--- config.mk ---
export PLATFORM = sky130hd
export DESIGN_NAME = uart_out_arbiter
export DESIGN_NICKNAME = d
export VERILOG_FILES = /design/src/rtl/uart_out_arbiter.sv
export SDC_FILE = /design/constraint.sdc
export NUM_CORES = 1
export LEC_CHECK = 0
export CAP_MARGIN = 10
export CORE_MARGIN = 5
export CORE_UTILIZATION = 40
export DETAILED_ROUTE_END_ITERATION = 8
export GPL_TIMING_DRIVEN = 0
export MAX_ROUTING_LAYER = met4
export PLACE_DENSITY_LB_ADDON = 0.05
export SETUP_SLACK_MARGIN = 0.05
export SLEW_MARGIN = 20
export SYNTH_ARGS = -nofsm -noshare
export SYNTH_HDL_FRONTEND = slang
export SYNTH_SLANG_ARGS = --single-unit
--- constraint.sdc ---
create_clock -name clock -period 4.2 [get_ports clock]
set_input_delay 0.63 -clock clock [delete_from_list [all_inputs] [get_ports clock]]
set_output_delay 0.63 -clock clock [all_outputs]
set_load 0.02 [all_outputs]
--- src/rtl/uart_out_arbiter.sv ---
// Shares one UART character sink among NREQ producers. Each producer has a private
// FIFO, and the grant is held until a newline (or an idle timeout) so lines never interleave.
module uart_out_arbiter #(
  parameter int NREQ    = 4,
  parameter int DEPTH   = 16,
  parameter int TIMEOUT = 255,
  parameter int DROP_CR = 1
) (
  input  logic                      clock,
  input  logic                      reset,
  input  logic [NREQ-1:0]           req_valid,
  input  logic [8*NREQ-1:0]         req_ch,
  output logic [NREQ-1:0]           req_ready,
  output logic                      out_valid,
  output logic [7:0]                out_ch,
  input  logic                      out_ready,
  output logic [$clog2(NREQ)-1:0]   owner,
  output logic                      owner_valid
);

  localparam int AW = $clog2(DEPTH);
  localparam int CW = AW + 1;
  localparam int OW = $clog2(NREQ);
  localparam int TW = (TIMEOUT > 0) ? $clog2(TIMEOUT + 1) : 1;

  typedef enum logic {IDLE, OWN} state_t;

  state_t          state, state_nxt;
  logic [OW-1:0]   owner_nxt, rr_ptr, rr_nxt, pick, cand;
  logic            found;
  logic [TW-1:0]   idle_cnt, idle_nxt;
  logic            pop_any;

  logic [7:0]      mem   [NREQ][DEPTH];
  logic [AW-1:0]   wptr  [NREQ];
  logic [AW-1:0]   rptr  [NREQ];
  logic [CW-1:0]   count [NREQ];
  logic [NREQ-1:0] nonempty, push, store, pop;

  // Ready is forced low while reset is held, regardless of FIFO state.
  always_comb begin
    nonempty  = '0;
    req_ready = '0;
    push      = '0;
    store     = '0;
    for (int i = 0; i < NREQ; i++) begin
      nonempty[i]  = (count[i] != '0);
      req_ready[i] = reset && (count[i] != CW'(DEPTH));
      push[i]      = req_valid[i] && req_ready[i];
      store[i]     = push[i] && !((DROP_CR != 0) && (req_ch[8*i +: 8] == 8'h0d));
    end
  end

  assign owner_valid = (state == OWN);
  assign out_valid   = (state == OWN) && (count[owner] != '0);
  assign out_ch      = out_valid ? mem[owner][rptr[owner]] : 8'h00;
  assign pop_any     = out_valid && out_ready;

  always_comb begin
    pop = '0;
    for (int i = 0; i < NREQ; i++)
      pop[i] = pop_any && (owner == OW'(i));
  end

  always_ff @(posedge clock or negedge reset) begin
    if (!reset) begin
      for (int i = 0; i < NREQ; i++) begin
        wptr[i]  <= '0;
        rptr[i]  <= '0;
        count[i] <= '0;
      end
    end else begin
      for (int i = 0; i < NREQ; i++) begin
        if (store[i]) wptr[i] <= wptr[i] + AW'(1);
        if (pop[i])   rptr[i] <= rptr[i] + AW'(1);
        case ({store[i], pop[i]})
          2'b10:   count[i] <= count[i] + CW'(1);
          2'b01:   count[i] <= count[i] - CW'(1);
          default: count[i] <= count[i];
        endcase
      end
    end
  end

  // Character storage carries no reset; stale entries are never visible past the counts.
  always_ff @(posedge clock) begin
    for (int i = 0; i < NREQ; i++)
      if (store[i]) mem[i][wptr[i]] <= req_ch[8*i +: 8];
  end

  always_ff @(posedge clock or negedge reset) begin
    if (!reset) begin
      state    <= IDLE;
      owner    <= '0;
      rr_ptr   <= '0;
      idle_cnt <= '0;
    end else begin
      state    <= state_nxt;
      owner    <= owner_nxt;
      rr_ptr   <= rr_nxt;
      idle_cnt <= idle_nxt;
    end
  end

  // Scanning downward lets the lowest offset from rr_ptr win the pick.
  always_comb begin
    state_nxt = state;
    owner_nxt = owner;
    rr_nxt    = rr_ptr;
    idle_nxt  = idle_cnt;
    pick      = '0;
    cand      = '0;
    found     = 1'b0;
    for (int k = NREQ - 1; k >= 0; k--) begin
      cand = OW'((int'(rr_ptr) + k) % NREQ);
      if (nonempty[cand]) begin
        pick  = cand;
        found = 1'b1;
      end
    end
    case (state)
      IDLE: begin
        if (found) begin
          state_nxt = OWN;
          owner_nxt = pick;
          idle_nxt  = '0;
        end
      end
      OWN: begin
        if (pop_any)
          idle_nxt = '0;
        else if (!out_valid && (idle_cnt != TW'(TIMEOUT)))
          idle_nxt = idle_cnt + TW'(1);
        if ((pop_any && (out_ch == 8'h0a)) ||
            ((TIMEOUT != 0) && (idle_cnt == TW'(TIMEOUT)))) begin
          state_nxt = IDLE;
          rr_nxt    = OW'((int'(owner) + 1) % NREQ);
        end
      end
      default: state_nxt = IDLE;
    endcase
  end

endmodule

==> After elaboration in Yosys (flattened, before gate mapping) <==
Memories as Yosys holds them, arrays and structs flattened.
Index checks and enable logic that the tools add are counted.
{ "totals": {"mem_count": 1, "register_bits": 65, "mem_bits_rw": 512, "input_bits": 39, "output_inout_bits": 16, "elab_cells": 179} }
{ "mem_list": {"columns": ["memory", "depth", "word_bits", "rd", "rd_ports_with_merged_regs", "write_ports", "line_no", "source"], "rows": [
  ["mem", 4, 128, 1, 0, 4, "34", "logic [7:0] mem [NREQ][DEPTH];"]
]} }
{ "classes": {"eq_ne": 24, "bitwise": 7, "muxes": 53, "magnitude_cmp": 14, "add_sub_neg": 21, "reduce_logical": 43} }
{ "op_table": {"columns": ["operator", "n"], "rows": [
  ["two-way mux 128 bit", 4],
  ["demux 8 bit (select 4 bit)", 4],
  ["two-way mux 8 bit", 10],
  ["equality test 8 x 4 -> 1 bit (second input constant)", 5],
  ["case mux 5 bit (2 select lines)", 4],
  ["adder 4 x 1 -> 4 bit (second input constant)", 8],
  ["binary-select mux 8 bit (select 4 bit)", 1],
  [">= comparator 5 bit (second input constant)", 5],
  ["inverter 4 -> 5 bit", 5],
  ["nonzero test 5 bit", 5],
  ["logical AND 1 bit", 24],
  ["adder 5 x 1 -> 5 bit (second input constant)", 4],
  ["less-than comparator 5 x 1 -> 1 bit (second input constant)", 4],
  ["!= test 5 bit (second input constant)", 4],
  ["subtractor 5 x 1 -> 5 bit (second input constant)", 4],
  ["case mux 8 bit (2 select lines)", 1],
  ["two-way mux 1 bit", 14],
  ["equality test 2 bit (second input constant)", 6],
  ["less-than comparator 2 x 3 -> 1 bit (second input constant)", 4],
  ["binary-select mux 5 bit (select 2 bit)", 1],
  ["equality test 2 x 1 -> 1 bit (second input constant)", 5],
  ["two-way mux 5 bit", 2],
  ["adder 8 x 1 -> 8 bit (second input constant)", 1],
  ["binary-select mux 1 bit (select 2 bit)", 4],
  ["18 further kinds", 33]
]} }

==> Longest topological paths before layout <==
{ "depth": {"word_depth": 14, "ltp_mapped": 18} }

==> Worst setup path after synthesis <==
Ideal clock, no wire load.
{ "synth_path": {"kind": "flip-flop to flip-flop", "start": "reg owner[0]", "end": "reg count[9] in the netlist's numbering", "t_arrival_ns": 3.725, "slack_ns": 0.353, "stages_incl_launch_ff": 19, "t_required_ns": 4.077, "n_path_buf": 5, "path_cell_list": "dfrtp_1 -> buf_6 -> buf_6 -> buf_4 -> inv_2 -> mux4_2 -> nor3b_1 -> and2_1 -> clkbuf_1 -> ha_1 -> clkbuf_1 -> xor2_1 -> ha_1 -> o21ai_0 -> a21oi_1 -> a21oi_1 -> xor2_1 -> nor2_1 -> xnor2_1"} }
{ "synth_between": {"elab_chain_cells": 10, "word_cells_on_any_way": 13, "cone_classes": "eq/ne (3); mux (4); bitwise (1); reduce/logical (5)"} }
{ "synth_lines": {"columns": ["item", "line_no", "source"], "rows": [
  ["start, declared", "17", "output logic [$clog2(NREQ)-1:0] owner,"],
  ["start signal, assigned", "99", "owner <= owner_nxt;"],
  ["inverter 2 -> 3 bit (not written as such)", "55", "assign out_valid = (state == OWN) && (count[owner] != '0);"],
  ["binary-select mux 5 bit (select 2 bit)", "55", null],
  ["two-way mux 5 bit (not written as such) (2 in a row)", "55", null],
  ["nonzero test 5 bit", "55", null],
  ["logical AND 1 bit", "55", null],
  ["logical AND 1 bit", "57", "assign pop_any = out_valid && out_ready;"],
  ["logical AND 1 bit *", "62", "pop[i] = pop_any && (owner == OW'(i));"],
  ["via pop[2]", "38", "logic [NREQ-1:0] nonempty, push, store, pop;"],
  ["equality test 2 x 1 -> 1 bit or equality test 2 bit (tied branches)", "76", "case ({store[i], pop[i]})"],
  ["case mux 5 bit (2 select lines) or nonzero test 2 bit (tied branches)", null, null],
  ["end signal, assigned by index", "77", "2'b10: count[i] <= count[i] + CW'(1);"],
  ["end signal, assigned by index", "78", "2'b01: count[i] <= count[i] - CW'(1);"],
  ["end signal, assigned by index", "79", "default: count[i] <= count[i];"],
  ["end, declared", "37", "logic [CW-1:0] count [NREQ];"]
]} }
Mark *: on every way through the listed nets, which the timed path passes. The rest lies on a longest branch. The select of a mux whose other input is x is not followed.
A chain may end at the register's enable or synchronous reset.

==> Final worst setup path <==
{ "layout_path": {"start": "reg owner[0]", "end": "out out_ch[5]"} }
{ "layout_between": {"elab_chain_cells": 9, "word_cells_on_any_way": 15, "cone_classes": "mux (10); bitwise (2); reduce/logical (2); memory (1)"} }
{ "layout_lines": {"columns": ["item", "line_no", "source"], "rows": [
  ["inverter 2 -> 3 bit (not written as such)", "55, 56", null],
  ["binary-select mux 4 bit (select 2 bit)", "56", "assign out_ch = out_valid ? mem[owner][rptr[owner]] : 8'h00;"],
  ["two-way mux 4 bit (not written as such) (2 in a row)", "56", null],
  ["inverter 4 -> 5 bit (not written as such)", "56", null],
  ["binary-select mux 8 bit (select 4 bit)", "56", null],
  ["two-way mux 8 bit (not written as such) (2 in a row)", "56", null],
  ["two-way mux 8 bit *", "56", null],
  ["end, declared", "15", "output logic [7:0] out_ch,"]
]} }
Mark *: on every way between the ends. The rest lies on a longest branch, timed or not. The select of a mux whose other input is x is not followed.

==> reports/metrics.yaml <==
routed_wl_um: 81700
numCtsBuffers: 67
finalSetupViolations: 0
drive_gt1_frac: 0.271
fin_crit_ns: 4.11
grt_use_met1: 0.324
yosys-top-cells-area: "edfxtp_1 63%, mux4_2 11%, dfrtp_1 6.7%"
clock_latency_ns: 0.60
rsz0062_at_grt: "true"
required_ns: 3.57
synthArstFlopShare: 0.113
post_drt_wl_per_cell_um: 35.6
use_met2: 0.407
synth_edf_count: 512
clock.fmax_mhz: 243
avgSynthCellArea_um2: 18.5
grt.overflow.total: 0
syn-cell-area_um2: 24300
fin_ws_ns: 0.0884
critical_path.max_fanout: 10
die_y_um: 256
synth_top_area_frac: 0.634
fin_skew_ns: 0.0230
synth_nets: 1391
dp_hpwl_um: 51600
initial_utilization: 0.403
htree_levels: 3
hold_viol_final: 0
vdd_drop_max_v: 0.000738
synth_flop_cell: "edfxtp_1"
holdCritPathClass: "reg -> reg"
tightest_slew_ns: 1.26
synth_cells: 1314
status: "complete, no violations"
row_count: 90
ys_ff_latch: 577
power_leakage_nw: 9.68
vias_per_cell: 5.95
slew_viol_final: 0
final_cells: 2294
drtIter0Drc: 1275
port_buffers: 54
areaGrowthSynthToFinish_pct: 17.7
yosysWarnings: 0
drc_errors: 0
clk_pin_slew_ns: 0.06
synth_top_cell_by_area: "edfxtp_1"
drv_cap: 0
die-area_um2: 65700
crit_type: "reg -> out"
nets: 1536
pre_cts_ws_ns: -0.881
seq_area_frac_synth: 0.701
maxSlewHeadroom: 0.161
num_vias: 13700
cts.sinks: 577
track_usage: 0.253
die_w_um: 256
first_global_vias: 14000
placed_cells: 2162
grt_pass1_wl_um: 112000
grt_max_degree: 42
fin_crit_sh: 0.979
cts.path.max_buffers: 3
synthDistinctLibCells: 60
grt_antenna_before_repair: 4
cp-end-kind: "output pin"
io_pins: 55
dr.pass1.iters: 5
grt-busiest-layer: "met2"
powerDensity_nw_per_um2: 784
tns_ns: 0
place_congestion: 0.854
drtAntennaViolNets: 0
coreArea_um2: 60200
finalPower_mw: 22.4
cts-root-buf: "clkbuf_16"
cts_tree: "done"
start_kind: "register"
use_met3: 0.0622
arrival_ns: 3.48
## through the flow
step	utilization	hold WS [ns]	instance area [um^2]
after CTS	0.471	0.456	28400
after detailed placement	0.429	0.463	25900
after global routing	0.474	0.469	28500
after global placement	0.428	0.467	25800
final	0.474	0.471	28600
after floorplan	-	0.334	24300
## synth_stat cells, types with 9 or more instances
cell type	number
nor3_1	22
a21oi_1	12
mux4_1	13
buf_6	13
nand2_1	47
dfrtp_1	65
o21ai_0	17
and2_1	20
a211oi_1	13
nor2_1	78
xnor2_1	32
mux2_1	10
mux4_2	120
buf_2	9
clkbuf_1	30
nand3_1	12
mux2i_1	49
nand2b_1	9
nor2b_1	18
mux2_2	19
nand4_1	14
edfxtp_1	512
inv_1	22
xor2_1	26
ha_1	38
## cells in the final DEF, fill, tap and decap left out, types with 8 or more instances in the layout
cell,netlist,layout
a21oi_1,12,10
mux4_2,120,120
nand3_1,12,12
buf_4,8,31
mux2i_1,49,43
nor2_2,0,18
clkbuf_1,30,29
nand2b_1,9,8
clkbuf_4,2,12
nand2_1,47,45
clkbuf_16,0,73
a211oi_1,13,9
and2_1,20,18
buf_6,13,13
nor3_2,0,14
mux2_1,10,8
buf_2,9,27
clkinv_1,0,13
o21ai_0,17,16
edfxtp_1,512,512
nand4_1,14,14
dfrtp_1,65,63
xor2_1,26,26
mux4_1,13,13
ha_1,38,37
mux2_2,19,19
inv_1,22,22
clkdlybuf4s50_1,0,18
nor2_1,78,60
xnor2_1,32,32
nor3_1,22,8
clkinv_2,0,9
nor2b_1,18,18
## registers in the layout (all words and copies together) (netlist names)
register / flops
rr_ptr: 2
rptr: 16
idle_cnt: 8
count: 20
mem: 512
wptr: 16
owner: 2
owner_valid: 1
## cell families after synthesis
kind of cell,Yosys count,synth area share
fa+ha+maj,38,0.0196
buf+inv,91,0.0213
compound gates,90,0.0266
xor+xnor,58,0.0209
simple gates,248,0.0507
flops,577,0.701
mux,212,0.160
## layer usage
| metal | vias up | part of all wire |
|---|---|---|
| met4 | 0 | 0.032 |
| li1 | 5548 | - |
| met3 | 141 | 0.084 |
| met1 | 7290 | 0.40 |
| met2 | 678 | 0.48 |
| met5 | - | 0 |
## final timing paths
kind	from	end	slack [ns]	depth (start not counted)
worst max-delay path	owner[0]	out_ch[5]	0.09	10
worst min-delay path	rptr[3]	rptr[3]	0.47	1
worst max register to register	owner[0]	count[14]	0.33	16
worst min register to register	rptr[3]	rptr[3]	0.47	1
max in group asynchronous	reset	count[7]	3.10	3
min in group asynchronous	reset	count[16]	0.53	2
## what timing repair did
action,4_1_cts,5_1_grt
pin swaps,8,9
hold buffers,1,0
resized for setup,119,43
endpoints found under the setup margin,28,21
endpoints found under the hold margin,27,0
buffers inserted,7,5
## worst max-delay path, stage by stage (launching register included)
cell and delay [ns]:
dfrtp_2 0.39, buf_8 0.16, mux4_2 0.62, buf_12 0.21, buf_6 0.19, mux2i_1 0.16, mux2_2 0.35, o22ai_4 0.23
nor3_1 0.11, nor2_1 0.24, buf_4 0.20
## layout make-up
type / count / area, um^2
Clock buffer: 91 / 1910
Sequential cell: 577 / 17000
Timing Repair Buffer: 79 / 652
Tap cell: 782 / 978
Buffer: 64 / 591
Multi-Input combinational cell: 646 / 7130
Inverter: 24 / 92.6
Antenna cell: 4 / 10.0
Clock inverter: 27 / 179
Fill cell: 5101 / 31700
## where the power goes
group | total, mW | switching (mW) | internal, mW
logic | 9.63 | 5.75 | 3.88
clock network | 5.67 | 2.36 | 3.31
registers | 7.10 | 0.318 | 6.78
total | 22.4 | 8.42 | 14.0
(Power assumes the default switching activity.)
